## config.mk

```make
export PLATFORM = sky130hd
export DESIGN_NAME = cell_arithmetic_logic_pipelined
export DESIGN_NICKNAME = d
export VERILOG_FILES = /design/src/rtl/cell_alu_pkg.sv /design/src/rtl/alu_ext_unit.sv /design/src/rtl/cell_arithmetic_logic_pipelined.sv
export SDC_FILE = /design/constraint.sdc
export NUM_CORES = 1
export LEC_CHECK = 0
export CORE_MARGIN = 8
export CORE_UTILIZATION = 40
export CTS_BUF_LIST = sky130_fd_sc_hd__clkbuf_8
export DETAILED_ROUTE_END_ITERATION = 10
export GPL_TIMING_DRIVEN = 0
export HOLD_SLACK_MARGIN = 0.06
export PLACE_DENSITY = 0.71
export SETUP_SLACK_MARGIN = 0.02
export SKIP_CTS_REPAIR_TIMING = 1
export SYNTH_ARGS = -nofsm -noshare
export SYNTH_HDL_FRONTEND = slang
export SYNTH_SLANG_ARGS = --single-unit
```

## constraint.sdc

```tcl
create_clock -name clk -period 13.55 [get_ports clk]
set_input_delay 2.0325 -clock clk [delete_from_list [all_inputs] [get_ports clk]]
set_output_delay 2.0325 -clock clk [all_outputs]
set_load 0.01 [all_outputs]
```

## src/rtl/cell_alu_pkg.sv

```systemverilog
// Shared opcode definitions for the pipelined arithmetic/logic cell.
package cell_alu_pkg;

  localparam int OP_W = 3;

  localparam logic [OP_W-1:0] OP_ADD = 3'd0;
  localparam logic [OP_W-1:0] OP_SUB = 3'd1;
  localparam logic [OP_W-1:0] OP_AND = 3'd2;
  localparam logic [OP_W-1:0] OP_OR  = 3'd3;
  localparam logic [OP_W-1:0] OP_XOR = 3'd4;
  localparam logic [OP_W-1:0] OP_SLL = 3'd5;
  localparam logic [OP_W-1:0] OP_SRL = 3'd6;
  localparam logic [OP_W-1:0] OP_SRA = 3'd7;

endpackage

```

## src/rtl/alu_ext_unit.sv

```systemverilog
// Combinational execute unit: eight ALU ops plus operand0 bypass, with carry/borrow.
module alu_ext_unit
  import cell_alu_pkg::*;
#(
  parameter int WIDTH = 32
) (
  input  logic [WIDTH-1:0] a,
  input  logic [WIDTH-1:0] b,
  input  logic [OP_W-1:0]  op,
  input  logic             byPass,
  output logic [WIDTH-1:0] result,
  output logic             carry
);

  localparam int SH_W = $clog2(WIDTH);

  logic [WIDTH:0]  sum;
  logic [SH_W-1:0] sh;

  assign sum = {1'b0, a} + {1'b0, b};
  assign sh  = b[SH_W-1:0];

  always_comb begin
    result = '0;
    carry  = 1'b0;
    if (byPass) begin
      result = a;
    end else begin
      case (op)
        OP_ADD: begin
          result = sum[WIDTH-1:0];
          carry  = sum[WIDTH];
        end
        OP_SUB: begin
          result = a - b;
          carry  = (a < b);
        end
        OP_AND:  result = a & b;
        OP_OR:   result = a | b;
        OP_XOR:  result = a ^ b;
        OP_SLL:  result = a << sh;
        OP_SRL:  result = a >> sh;
        OP_SRA:  result = $unsigned($signed(a) >>> sh);
        default: result = '0;
      endcase
    end
  end

endmodule

```

## src/rtl/cell_arithmetic_logic_pipelined.sv

```systemverilog
// Two-stage valid/ready ALU cell: stage 1 captures selected operands, stage 2 executes
// against either operand1 or the running accumulator and registers result and flags.
module cell_arithmetic_logic_pipelined
  import cell_alu_pkg::*;
#(
  parameter  int WIDTH    = 32,
  parameter  int N_INPUTS = 4,
  localparam int SEL_W    = $clog2(N_INPUTS)
) (
  input  logic                      clk,
  input  logic                      rst_n,
  input  logic [N_INPUTS*WIDTH-1:0] in_bus,
  input  logic [SEL_W-1:0]          sel0,
  input  logic [SEL_W-1:0]          sel1,
  input  logic [OP_W-1:0]           selOp,
  input  logic                      byPass,
  input  logic                      accEn,
  input  logic                      accClr,
  input  logic                      in_valid,
  output logic                      in_ready,
  output logic [WIDTH-1:0]          out,
  output logic                      zero,
  output logic                      carry,
  output logic                      out_valid,
  input  logic                      out_ready
);

  logic             s1_valid;
  logic [WIDTH-1:0] s1_a;
  logic [WIDTH-1:0] s1_b;
  logic [OP_W-1:0]  s1_op;
  logic             s1_bypass;
  logic             s1_acc_en;

  logic [WIDTH-1:0] acc;
  logic [WIDTH-1:0] op1;
  logic [WIDTH-1:0] alu_res;
  logic             alu_carry;
  logic             adv2;
  logic             accept;

  assign adv2     = s1_valid & (~out_valid | out_ready);
  assign in_ready = ~s1_valid | adv2;
  assign accept   = in_valid & in_ready;

  // Accumulator is read at execute, so a back-to-back accumulate sees the prior result.
  assign op1 = s1_acc_en ? acc : s1_b;

  alu_ext_unit #(.WIDTH(WIDTH)) u_alu (
    .a      (s1_a),
    .b      (op1),
    .op     (s1_op),
    .byPass (s1_bypass),
    .result (alu_res),
    .carry  (alu_carry)
  );

  always_ff @(posedge clk) begin
    if (!rst_n) begin
      s1_valid  <= 1'b0;
      s1_a      <= '0;
      s1_b      <= '0;
      s1_op     <= '0;
      s1_bypass <= 1'b0;
      s1_acc_en <= 1'b0;
      out       <= '0;
      zero      <= 1'b0;
      carry     <= 1'b0;
      out_valid <= 1'b0;
      acc       <= '0;
    end else begin
      if (accept) begin
        s1_valid  <= 1'b1;
        s1_a      <= in_bus[int'(sel0)*WIDTH +: WIDTH];
        s1_b      <= in_bus[int'(sel1)*WIDTH +: WIDTH];
        s1_op     <= selOp;
        s1_bypass <= byPass;
        s1_acc_en <= accEn;
      end else if (adv2) begin
        s1_valid <= 1'b0;
      end

      if (adv2) begin
        out       <= alu_res;
        zero      <= (alu_res == '0);
        carry     <= alu_carry;
        out_valid <= 1'b1;
      end else if (out_ready) begin
        out_valid <= 1'b0;
      end

      // Clear takes priority over a write-back landing on the same edge.
      if (accClr) begin
        acc <= '0;
      end else if (adv2 && s1_acc_en) begin
        acc <= alu_res;
      end
    end
  end

endmodule

```

==> run summary <==
EDFF count, synth: 0
clock slew at reported path FFs: 0.08 ns
final hold violation count: 0
P per Cell Area: 85.8 nW/um2
fmax: 111 MHz
worst hold stages: 2
Pleak: 7.04 nW
antenna fix cells: 0
kind of critical path: flip-flop to flip-flop
Mapped Cells: 2,131
layout cells sized above 1: 6.32%
port bufs: 175
Worst EP arrival: 9.37 ns
dpl ws: 5.13 ns
CP Capture Type: flip-flop
vias in the first global route: 19,017
min cycle time layout: 8.97 ns
synth cell count leaders: 359 x nand2_1, 170 x a21oi_1, 153 x nor2_1, 137 x dfxtp_1, 114 x ha_1
fin worst setup slack: 4.58 ns
CP required: 13.95 ns
hold path startpoint: acc[15]
DR vias: 19,056
initial core utilization: 40.1%
TritonCTS sink count: 137
first-pass GRT wire length: 132 mm
main area contributors after synthesis: dfxtp_1 17%, mux4_2 11%, ha_1 8.8%, nand2_1 8.3%, mux2i_1 6.2%
die area: 47,300 um2
worst reg2reg path depth: 19
Avg Cell Area, Syn: 7.62 um2
DR vias/cell: 6.63
FFs w/ async S/R, synth: 0%
clock buffer depth: 2
largest fanout on the critical path: 12
nets@finish: 2,588
final setup fails: 0
Routed WL: 92.7 mm
status: finished, final reports clean
antenna violations before repair: 1
Wirelength per Cell: 32.2 um
RR Endpoint: zero
worst hold path class: flip-flop to flip-flop
Synth area leader: dfxtp_1
Hold EP: acc[15]
top-count cell post-synth: nand2_1
Ys Warns: 0
FF-to-FF Start: s1_acc_en
Post-Syn Area: 16,200 um2
pin slew with the least headroom to its limit: 1.25 ns
die span in y: 217 um
CTS tree: done
Synth Flop Type: dfxtp_1
DR pass1 iterations: 6
DP HPWL: 76.9 mm
slowest stage delay, CP: 0.90 ns
All-Layer GR Usage: 37.8%
slowest cell on the critical path: o41ai_1
RD Place Congestion: 1.05
Startpoint Class: flip-flop
latest clock arrival within the worst-skew pair: 0.47 ns
RSZ-0062 raised after global routing: no
Die X: 217 um
max-cap violations: 0
slew margin rel.: 16.5%
row cnt: 74
Register-to-Register Setup Slack: 4.58 ns
Peak VDD IR: 0.0660 mV
largest net degree at the start of global routing: 17
GRT overflow: 0
Post-route DRC: 0
clk_skew: 0.0157 ns
H-Tree Depth: 4
CTS Buf Count: 17
total power: 1.64 mW
CTS Root Buffer Type: clkbuf_8
post-route antenna net violation count: 0
Setup TNS: 0 ns
Mapped Nets: 2,389
period utilization: 66.2%
Synth-to-Final Area Change: 17.7%
Synth top area share: 16.9%
Cell variety after synth: 83
Core ar.: 40,500 um2
Slew Limit Fails: 0
IO Pins: 178
CP Cell Sequence: buf_6 > mux2i_1 > clkbuf_1 > buf_1 > clkbuf_1 > buf_1 > ha_1 > nand2b_1 > a2111o_1 > a21oi_1 > or3_1 > xnor2_1 > o21ai_0 > o41ai_1 > o211ai_1 > nor4b_1 > nand4_1 > nor4b_2 > a32o_1
post-layout util: 47.3%
number of synthesized register bits: 137
register area share after synthesis: 16.9%
initial DRC count: 2,454
## cell families after synthesis
family | share of synthesized area (%)
muxes | 17.9
xor gates and xnor gates | 2.05
adders and majority gates | 9.09
buffers and inverters | 6.09
and+or+nand+nor | 19.2
DFF | 16.9
AOI/OAI and AO/OA | 28.7
## cell type report
type	instances	area [um2]
buffer	156	601
clock buffer	20	275
clock inverter	12	149
fill	4112	21300
inverter	103	389
multi-input combinational	1735	12500
sequential	137	2740
tap	532	666
timing repair buffer	180	1780
## worst max path at each step
| stage | from | end | slack [ns] | cells after the start |
|---|---|---|---|---|
| after global placement | s1_acc_en | zero | 5.16 | 19 |
| after CTS | s1_acc_en | zero | 5.10 | 19 |
| after floorplan | s1_acc_en | zero | 8.26 | 19 |
| after detailed placement | s1_acc_en | zero | 5.13 | 19 |
| after global routing | s1_acc_en | zero | 4.74 | 19 |
| final | s1_acc_en | zero | 4.58 | 19 |
## where the power goes
part,total [mW],internal [mW],leakage [nW],switching (mW)
combinational,0.817,0.288,5.71,0.529
sequential,0.468,0.424,1.12,0.0436
clock,0.355,0.195,0.212,0.160
## cells in the final DEF, fill, tap and decap left out, types with 79 or more instances in the layout
cell             instances
nand2_1                359
clkdlybuf4s50_1        175
a21oi_1                170
nor2_1                 153
dfxtp_1                137
ha_1                   114
clkbuf_1               111
mux2i_1                100
inv_1                   96
a21boi_0                94
o21ai_0                 90
mux4_2                  79
## worst max-delay path, delay by kind of cell (launching register included)
family / cells / cell delay, ns
xor gates and xnor gates: 1 / 0.15
muxes: 1 / 0.76
buffers and inverters: 5 / 3.10
adders and majority gates: 1 / 0.44
DFF: 1 / 0.33
AOI/OAI and AO/OA: 6 / 2.18
and+or+nand+nor: 5 / 1.93
## state kept, by name, summed over array words and instances, names as in the netlist
signal	flops
s1_op	3
zero	1
s1_bypass	1
out_valid	1
s1_a	32
s1_valid	1
out	32
acc	32
s1_acc_en	1
s1_b	32
carry	1
## routing by layer
metal / track usage [%] / vias to the layer above / part of all wire (%)
met5: 0 / - / 0
met4: 24.3 / 0 / 7.2
met3: 8.09 / 313 / 9.4
met2: 61.4 / 1228 / 45
met1: 45.0 / 9228 / 38
li1: - / 8287 / -
## metrics by stage
| step | instance area, um2 | hold WS (ns) | std cells |
|---|---|---|---|
| final | 19100 | 0.458 | 2875 |
| after global routing | 19100 | 0.475 | 2875 |
| after CTS | 19100 | 0.456 | 2873 |
| after detailed placement | 18700 | 0.446 | 2841 |
| after global placement | 18700 | 0.441 | 2838 |
| after floorplan | 16200 | 0.436 | 2131 |
Power figures use the tool's default switching activity.
